--- config.mk ---
export PLATFORM = sky130hd
export DESIGN_NAME = fifo_stream_reader_flat
export DESIGN_NICKNAME = d
export VERILOG_FILES = /design/src/rtl/fifo_stream_reader_if.sv /design/src/rtl/fifo_stream_reader.sv /design/src/flat_wrapper.sv
export SDC_FILE = /design/constraint.sdc
export NUM_CORES = 1
export LEC_CHECK = 0
export CAP_MARGIN = 20
export CORE_AREA = 2 2 60 62
export CTS_BUF_LIST = sky130_fd_sc_hd__clkbuf_8 sky130_fd_sc_hd__clkbuf_16
export DETAILED_ROUTE_END_ITERATION = 8
export DIE_AREA = 0 0 62 64
export PLACE_DENSITY = 0.82
export SETUP_SLACK_MARGIN = 0.1
export SLEW_MARGIN = 20
export SYNTH_ARGS = -nofsm -noshare
export SYNTH_HDL_FRONTEND = slang
export SYNTH_SLANG_ARGS = --single-unit
--- constraint.sdc ---
create_clock -name clk -period 2.2 [get_ports clk]
set_clock_uncertainty 0.1 [all_clocks]
set_input_delay 0.33 -clock clk [delete_from_list [all_inputs] [get_ports clk]]
set_output_delay 0.33 -clock clk [all_outputs]
set_load 0.02 [all_outputs]
--- src/rtl/fifo_stream_reader_if.sv ---
// Read-port and output-stream bundle for fifo_stream_reader.
// master = the reader; slave = FIFO plus downstream consumer.
interface fifo_stream_reader_if #(
   parameter int WIDTH = 8
);
   logic             fifo_read_en;
   logic [WIDTH-1:0] fifo_read_data;
   logic             fifo_empty;
   logic             out_valid;
   logic [WIDTH-1:0] out_data;
   logic             out_ready;

   modport master (
      output fifo_read_en, out_valid, out_data,
      input  fifo_read_data, fifo_empty, out_ready
   );

   modport slave (
      input  fifo_read_en, out_valid, out_data,
      output fifo_read_data, fifo_empty, out_ready
   );
endinterface

--- src/rtl/fifo_stream_reader.sv ---
// Read-side adapter: pops a registered-read FIFO and presents the words as a
// valid/ready stream through a 2-entry buffer, sustaining one word per cycle.
module fifo_stream_reader #(
   parameter int WIDTH = 8,
   parameter int CNT_W = 16
) (
   input  logic                 clk,
   input  logic                 reset,
   input  logic                 enable,
   fifo_stream_reader_if.master bus,
   output logic                 busy,
   output logic [CNT_W-1:0]     xfer_count
);
   logic [1:0]       occ_q, occ_d;
   logic             inflight_q, inflight_d;
   logic [WIDTH-1:0] buf0_q, buf0_d;
   logic [WIDTH-1:0] buf1_q, buf1_d;
   logic [CNT_W-1:0] cnt_q, cnt_d;
   logic             busy_q, busy_d;

   logic             pop_s;
   logic             read_en_s;
   logic [1:0]       level_s;
   logic [1:0]       occ_pop_s;

   // Issue rule, pop/shift/capture and next-state computation
   always_comb begin
      pop_s      = (occ_q != 2'd0) && bus.out_ready;
      level_s    = occ_q + {1'b0, inflight_q} - {1'b0, pop_s};
      read_en_s  = !reset && enable && !bus.fifo_empty && (level_s < 2'd2);
      occ_pop_s  = occ_q - {1'b0, pop_s};
      buf1_d     = buf1_q;
      if (pop_s && (occ_q == 2'd2)) begin
         buf0_d = buf1_q;
      end else begin
         buf0_d = buf0_q;
      end
      // The captured word lands in the first slot left free after the pop.
      if (inflight_q) begin
         case (occ_pop_s)
            2'd0:    buf0_d = bus.fifo_read_data;
            2'd1:    buf1_d = bus.fifo_read_data;
            default: buf1_d = buf1_q;
         endcase
      end else begin
         buf1_d = buf1_d;
      end
      occ_d      = occ_pop_s + {1'b0, inflight_q};
      inflight_d = read_en_s;
      cnt_d      = cnt_q + {{(CNT_W-1){1'b0}}, pop_s};
      busy_d     = (occ_d != 2'd0) || inflight_d;
   end

   // State registers with synchronous reset
   always_ff @(posedge clk) begin
      if (reset) begin
         occ_q      <= 2'd0;
         inflight_q <= 1'b0;
         buf0_q     <= {WIDTH{1'b0}};
         buf1_q     <= {WIDTH{1'b0}};
         cnt_q      <= {CNT_W{1'b0}};
         busy_q     <= 1'b0;
      end else begin
         occ_q      <= occ_d;
         inflight_q <= inflight_d;
         buf0_q     <= buf0_d;
         buf1_q     <= buf1_d;
         cnt_q      <= cnt_d;
         busy_q     <= busy_d;
      end
   end

   assign bus.fifo_read_en = read_en_s;
   assign bus.out_valid    = (occ_q != 2'd0);
   assign bus.out_data     = buf0_q;
   assign busy             = busy_q;
   assign xfer_count       = cnt_q;
endmodule

--- src/flat_wrapper.sv ---
// flat-port wrapper written by rule: the top's interface ports become plain ports
module fifo_stream_reader_flat 
#(
   parameter int WIDTH = 8,
   parameter int CNT_W = 16
)
  (clk, reset, enable, busy, xfer_count, bus_fifo_read_en, bus_out_valid, bus_out_data, bus_fifo_read_data, bus_fifo_empty, bus_out_ready);
  fifo_stream_reader_if #(.WIDTH(WIDTH)) bus_i ();
  input  logic clk;
  input  logic reset;
  input  logic enable;
  output logic busy;
  output logic [CNT_W-1:0] xfer_count;
  output wire logic [$bits(bus_i.fifo_read_en)-1:0] bus_fifo_read_en;
  output wire logic [$bits(bus_i.out_valid)-1:0] bus_out_valid;
  output wire logic [$bits(bus_i.out_data)-1:0] bus_out_data;
  input wire logic [$bits(bus_i.fifo_read_data)-1:0] bus_fifo_read_data;
  input wire logic [$bits(bus_i.fifo_empty)-1:0] bus_fifo_empty;
  input wire logic [$bits(bus_i.out_ready)-1:0] bus_out_ready;
  assign bus_fifo_read_en = bus_i.fifo_read_en;
  assign bus_out_valid = bus_i.out_valid;
  assign bus_out_data = bus_i.out_data;
  assign bus_i.fifo_read_data = bus_fifo_read_data;
  assign bus_i.fifo_empty = bus_fifo_empty;
  assign bus_i.out_ready = bus_out_ready;
  fifo_stream_reader #(.WIDTH(WIDTH), .CNT_W(CNT_W)) u_core (.clk(clk), .reset(reset), .enable(enable), .bus(bus_i), .busy(busy), .xfer_count(xfer_count));
endmodule
== After elaboration in Yosys (flattened, before gate mapping) ==
Index checks and enable logic that the tools add are counted.

* Register bits after elaboration: 36
* Word-level logic and storage cells: 29
* Input port bits: 13
* Output and inout port bits: 27

* Add/sub/neg operators: 5
* Equal/unequal tests: 2
* Magnitude comparators: 1
* Multiplexer cells: 3
* Reductions and logical operators: 12

{| class="wikitable"
|+ Operators by type and width
! cell !! count
|-
| two-way mux 8 bit || 3
|-
| adder 16 x 1 -> 16 bit || 1
|-
| logical AND 1 bit || 5
|-
| adder 2 x 1 -> 2 bit || 2
|-
| nonzero test 2 bit || 2
|-
| subtractor 2 x 1 -> 2 bit || 2
|-
| == test 2 x 1 -> 1 bit, second input constant || 1
|-
| == test 2 bit, second input constant || 1
|-
| zero test 1 bit || 2
|-
| zero test 2 bit || 1
|-
| less-than comparator 2 bit, second input constant || 1
|-
| AND reduction 2 bit || 1
|-
| logical OR 1 bit || 1
|}

== Depth between registers and ports, before layout ==
* Word-level depth: 6
* Depth in mapped cells: 7
* Mapped depth without buffers: 7

== Least setup slack after synthesis ==
Ideal clock, no wire load.

* Path kind: register to output
* From: register u_core.occ_q[0]
* To: output bus_fifo_read_en
* Data arrival time: 1.507 ns
* Buffers on the path: 1
* Slack: 0.263 ns
* Stages on the path, launching flop included: 7
* Required time: 1.770 ns
* Cells stage by stage: dfxtp_1 -> nand3b_1 -> buf_2 -> nand2_1 -> ha_1 -> xor2_1 -> and4b_1

* Cells in the longest elaborated chain, start to end: 5
* Elaborated cells between the ends (all ways): 6
* Classes of those cells: add/sub: 2; order compare: 1; reduce/logical: 3

{| class="wikitable"
|+ Ends and longest elaborated chain
! what !! RTL line !! source
|-
| from (decl) || fifo_stream_reader.sv:14 || <nowiki>logic [1:0] occ_q, occ_d;</nowiki>
|-
| from (signal assigned) || fifo_stream_reader.sv:57 || <nowiki>occ_q <= 2'd0;</nowiki>
|-
| from (signal assigned) || fifo_stream_reader.sv:64 || <nowiki>occ_q <= occ_d;</nowiki>
|-
| branches (longest 2 deep; another with adder 2 x 1 -> 2 bit) || -- ||
|-
| subtractor 2 x 1 -> 2 bit (*) || fifo_stream_reader.sv:29 || <nowiki>level_s = occ_q + {1'b0, inflight_q} - {1'b0, pop_s};</nowiki>
|-
| less-than comparator 2 bit (*) || fifo_stream_reader.sv:30 || <nowiki>read_en_s = !reset && enable && !bus.fifo_empty && (level_s < 2'd2);</nowiki>
|-
| logical AND 1 bit (*) || fifo_stream_reader.sv:30 ||
|-
| to (decl) || flat_wrapper.sv:14 || <nowiki>output wire logic [$bits(bus_i.fifo_read_en)-1:0] bus_fifo_read_en;</nowiki>
|}

Every way passes the cells marked *.

== Worst setup path in the final report ==
Ends and elaborated chain as after synthesis.

==> results.ini <==
[critical_path]
crit_type=flip-flop to primary output
r2r_slack_ns=0.35
path_cells=nand3b_1, nand2_1, ha_2, xor2_2, and4b_1, buf_6
regToRegEndpoint=u_core.xfer_count[5]
cp-endpoint=bus_fifo_read_en
worstSetupStartpoint=u_core.occ_q[0]
slowest_delay_ns=0.37
path_max_fanout=6
worstSetupEndpointType=primary output
start_kind=flip-flop
arrival_ns=1.59
reg2reg_depth=8
cpMaxStageDelayCell=dfxtp_4
reg2reg_from=u_core.occ_q[1]
required_ns=1.77

[synthesis]
synth_largest_area_cell=dfxtp_1
synth_cell_types=36
synthCells=165
syn_area_mm2=0.00156
netlist.area_leader.share=0.463
syn_area_per_cell_um2=9.43
syn-num-nets=181
yosys_warnings=0
ys_ff_latch=36
yosysSeqAreaShare=0.463
ys_top_cells_by_area=dfxtp_1 (46%), mux2i_1 (10%), nor2_1 (7.0%), a211oi_1 (3.9%), xor2_1 (3.4%)

[layout]
final_cells=261
final_cell_mix=clkdlybuf4s50_1 (37), dfxtp_1 (35), nor2_1 (29), mux2i_1 (16), buf_4 (10)
multiInputGateArea_um2=798
regArea_um2=724
final_common_cell=clkdlybuf4s50_1
drive_gt1_frac=0.126
areaGrowthSynthToFinish_pct=38.5
fillers=277
nets=230
diodes=0

[hold_path]
hold_class=flip-flop to flip-flop
min_from=u_core.buf1_q[2]

[clocking]
clk_latency_ns=0.29
ctsHoldBuffers=0
cts_tree=built
numCtsBuffers=5
cts.clk_slew.worst_paths_ns=0.06
clk_path_buf_depth=2
cts_root_buf=clkbuf_8
htree_levels=2
cts.sinks=36

[power]
switchingPower_mw=0.273
p_sw_frac=0.221
p_total_mw=1.24
power.internal_mw=0.963
clock_power_share=0.375
p_comb_frac=0.083
seqPwrFrac=0.542
power_leakage_nw=0.921
p_per_area_mw_per_mm2=574
ir_drop_mv=0.424

[timing]
rsz0062_at_grt=no
setup_viol=0
whs_ns=0.398
min_period_ns=2.02
final_hold_viol_count=0
worst_pin_slew_ns=0.651
fmax_ghz=0.495
max-slew-margin-rel=0.564
setup_tns_ns=0
setup_ws_ns=0.178
slew_viol_final=0
finalCritPeriodShare=0.919

[global_routing]
grt_max_degree=38
grt_antenna_before_repair=0
grt_usage=0.189
grt-ovfl-total=0
first_global_vias=1287
grt_pass1_wl_um=5550

[drt]
first_iter_violations=43
wl_per_cell_um=12.9
drc=0
totalWireLength_um=3360
vias_per_cell=5.14
dr.pass1.iters=4
num_vias=1342
ant_nets=0

[placement]
io_buffers=39
dp_hpwl_um=2380
dpl_worst_slack_ns=-0.423
dp_cells=252
gp_congestion=0.773

[flow_run]
cap_viol_max_count=0

[die]
rows=21
die_w_um=62
core_area_mm2=0.00328
die_h_um=64
initial_core_util=0.474
io_pins=40
dieArea_mm2=0.00397

[status]
status=finished, final reports clean

==> synthesized netlist by cell type <==
library cell  instances
ha_1                  3
nand4_1               7
a21bo_2               1
buf_6                 1
and4_4                1
and2_1                1
nand3_1               5
o21ai_0               2
a31o_2                1
nor3_1                2
or4_1                 1
nand3b_1              2
dfxtp_1              36
nor4_1                2
nand2_1               5
inv_1                 5
mux2_2                1
mux2i_1              16
clkbuf_1              3
o211ai_1              1
nor2_1               29
or3b_2                1
or2_2                 1
o31ai_1               1
and4_1                1
and3_1                1
xnor2_1               5
buf_1                 2
nor2b_1               4
a211oi_1              8
xor2_1                6
and4b_1               2
or3_1                 1
buf_2                 1
a21oi_1               5
nand2b_1              1
==> repair_timing <==
action                     CTS  global route
pin swaps                    1             2
setup endpoints to repair    1             1
gates resized for setup      8             4
setup buffers                0             1
==> power by group through the flow <==
stage / registers [mW] / logic (mW) / clock network (mW)
floorplan: 0.695 / 0.0344 / 0
global placement: 0.684 / 0.0996 / 0
detailed placement: 0.685 / 0.102 / 0
CTS: 0.670 / 0.102 / 0.478
global route: 0.671 / 0.112 / 0.510
finish: 0.670 / 0.103 / 0.463
==> registers in the layout, summed over array words and instances, names as in the netlist <==
register,cells
u_core.occ_q,2
u_core.buf1_q,8
u_core.inflight_q,1
u_core.busy,1
u_core.bus.out_data,8
u_core.xfer_count,16
==> how the worst min path moves through the flow <==
stage / cells after the start / slack, ns / to
3_3_place_gp: 2 / 0.37 / u_core.buf1_q[0]
5_1_grt: 2 / 0.42 / u_core.xfer_count[13]
3_5_place_dp: 2 / 0.39 / u_core.buf1_q[5]
4_1_cts: 2 / 0.40 / u_core.xfer_count[13]
2_1_floorplan: 2 / 0.36 / u_core.buf1_q[0]
6_report: 2 / 0.40 / u_core.buf1_q[2]
==> metal layers <==
layer  part of all wire  vias up  routed length, um  global-route usage
li1                   -      676                  -                   -
met4              0.019        0                 65              0.0851
met5                  0        -                  0                   0
met2               0.49       22               1640               0.299
met1               0.46      638               1530               0.224
met3              0.036        6                121              0.0648
==> cells by family after synthesis <==
logic type	Yosys count	synth area share
XOR/XNOR	11	0.0619
AND/OR/NAND/NOR	67	0.223
buffers and inverters	12	0.0346
flip-flops	36	0.463
AO/OA/AOI/OAI	19	0.0829
multiplexers	17	0.110
adder cells (fa/ha/maj)	3	0.0241
==> metrics by stage <==
stage / cell area, um2 / utilization
after floorplan: 1560 / -
after global placement: 2040 / 0.620
after detailed placement: 2040 / 0.620
after CTS: 2130 / 0.649
after global routing: 2150 / 0.656
final: 2150 / 0.656
==> area by class of cell <==
type	count	area share
multi-input combinational	117	0.370
sequential	36	0.336
timing repair buffer	49	0.216
clock buffer	6	0.0383
tap	46	0.0267
inverter	5	0.00871
clock inverter	2	0.00348
==> critical path: cells and delay by family, from the launching register on <==
family	cells	cell delay [ns]
fa+ha+maj	1	0.19
xor+xnor	1	0.14
flops	1	0.37
simple gates	3	0.50
buf+inv	1	0.12
Power figures use the tool's default switching activity.
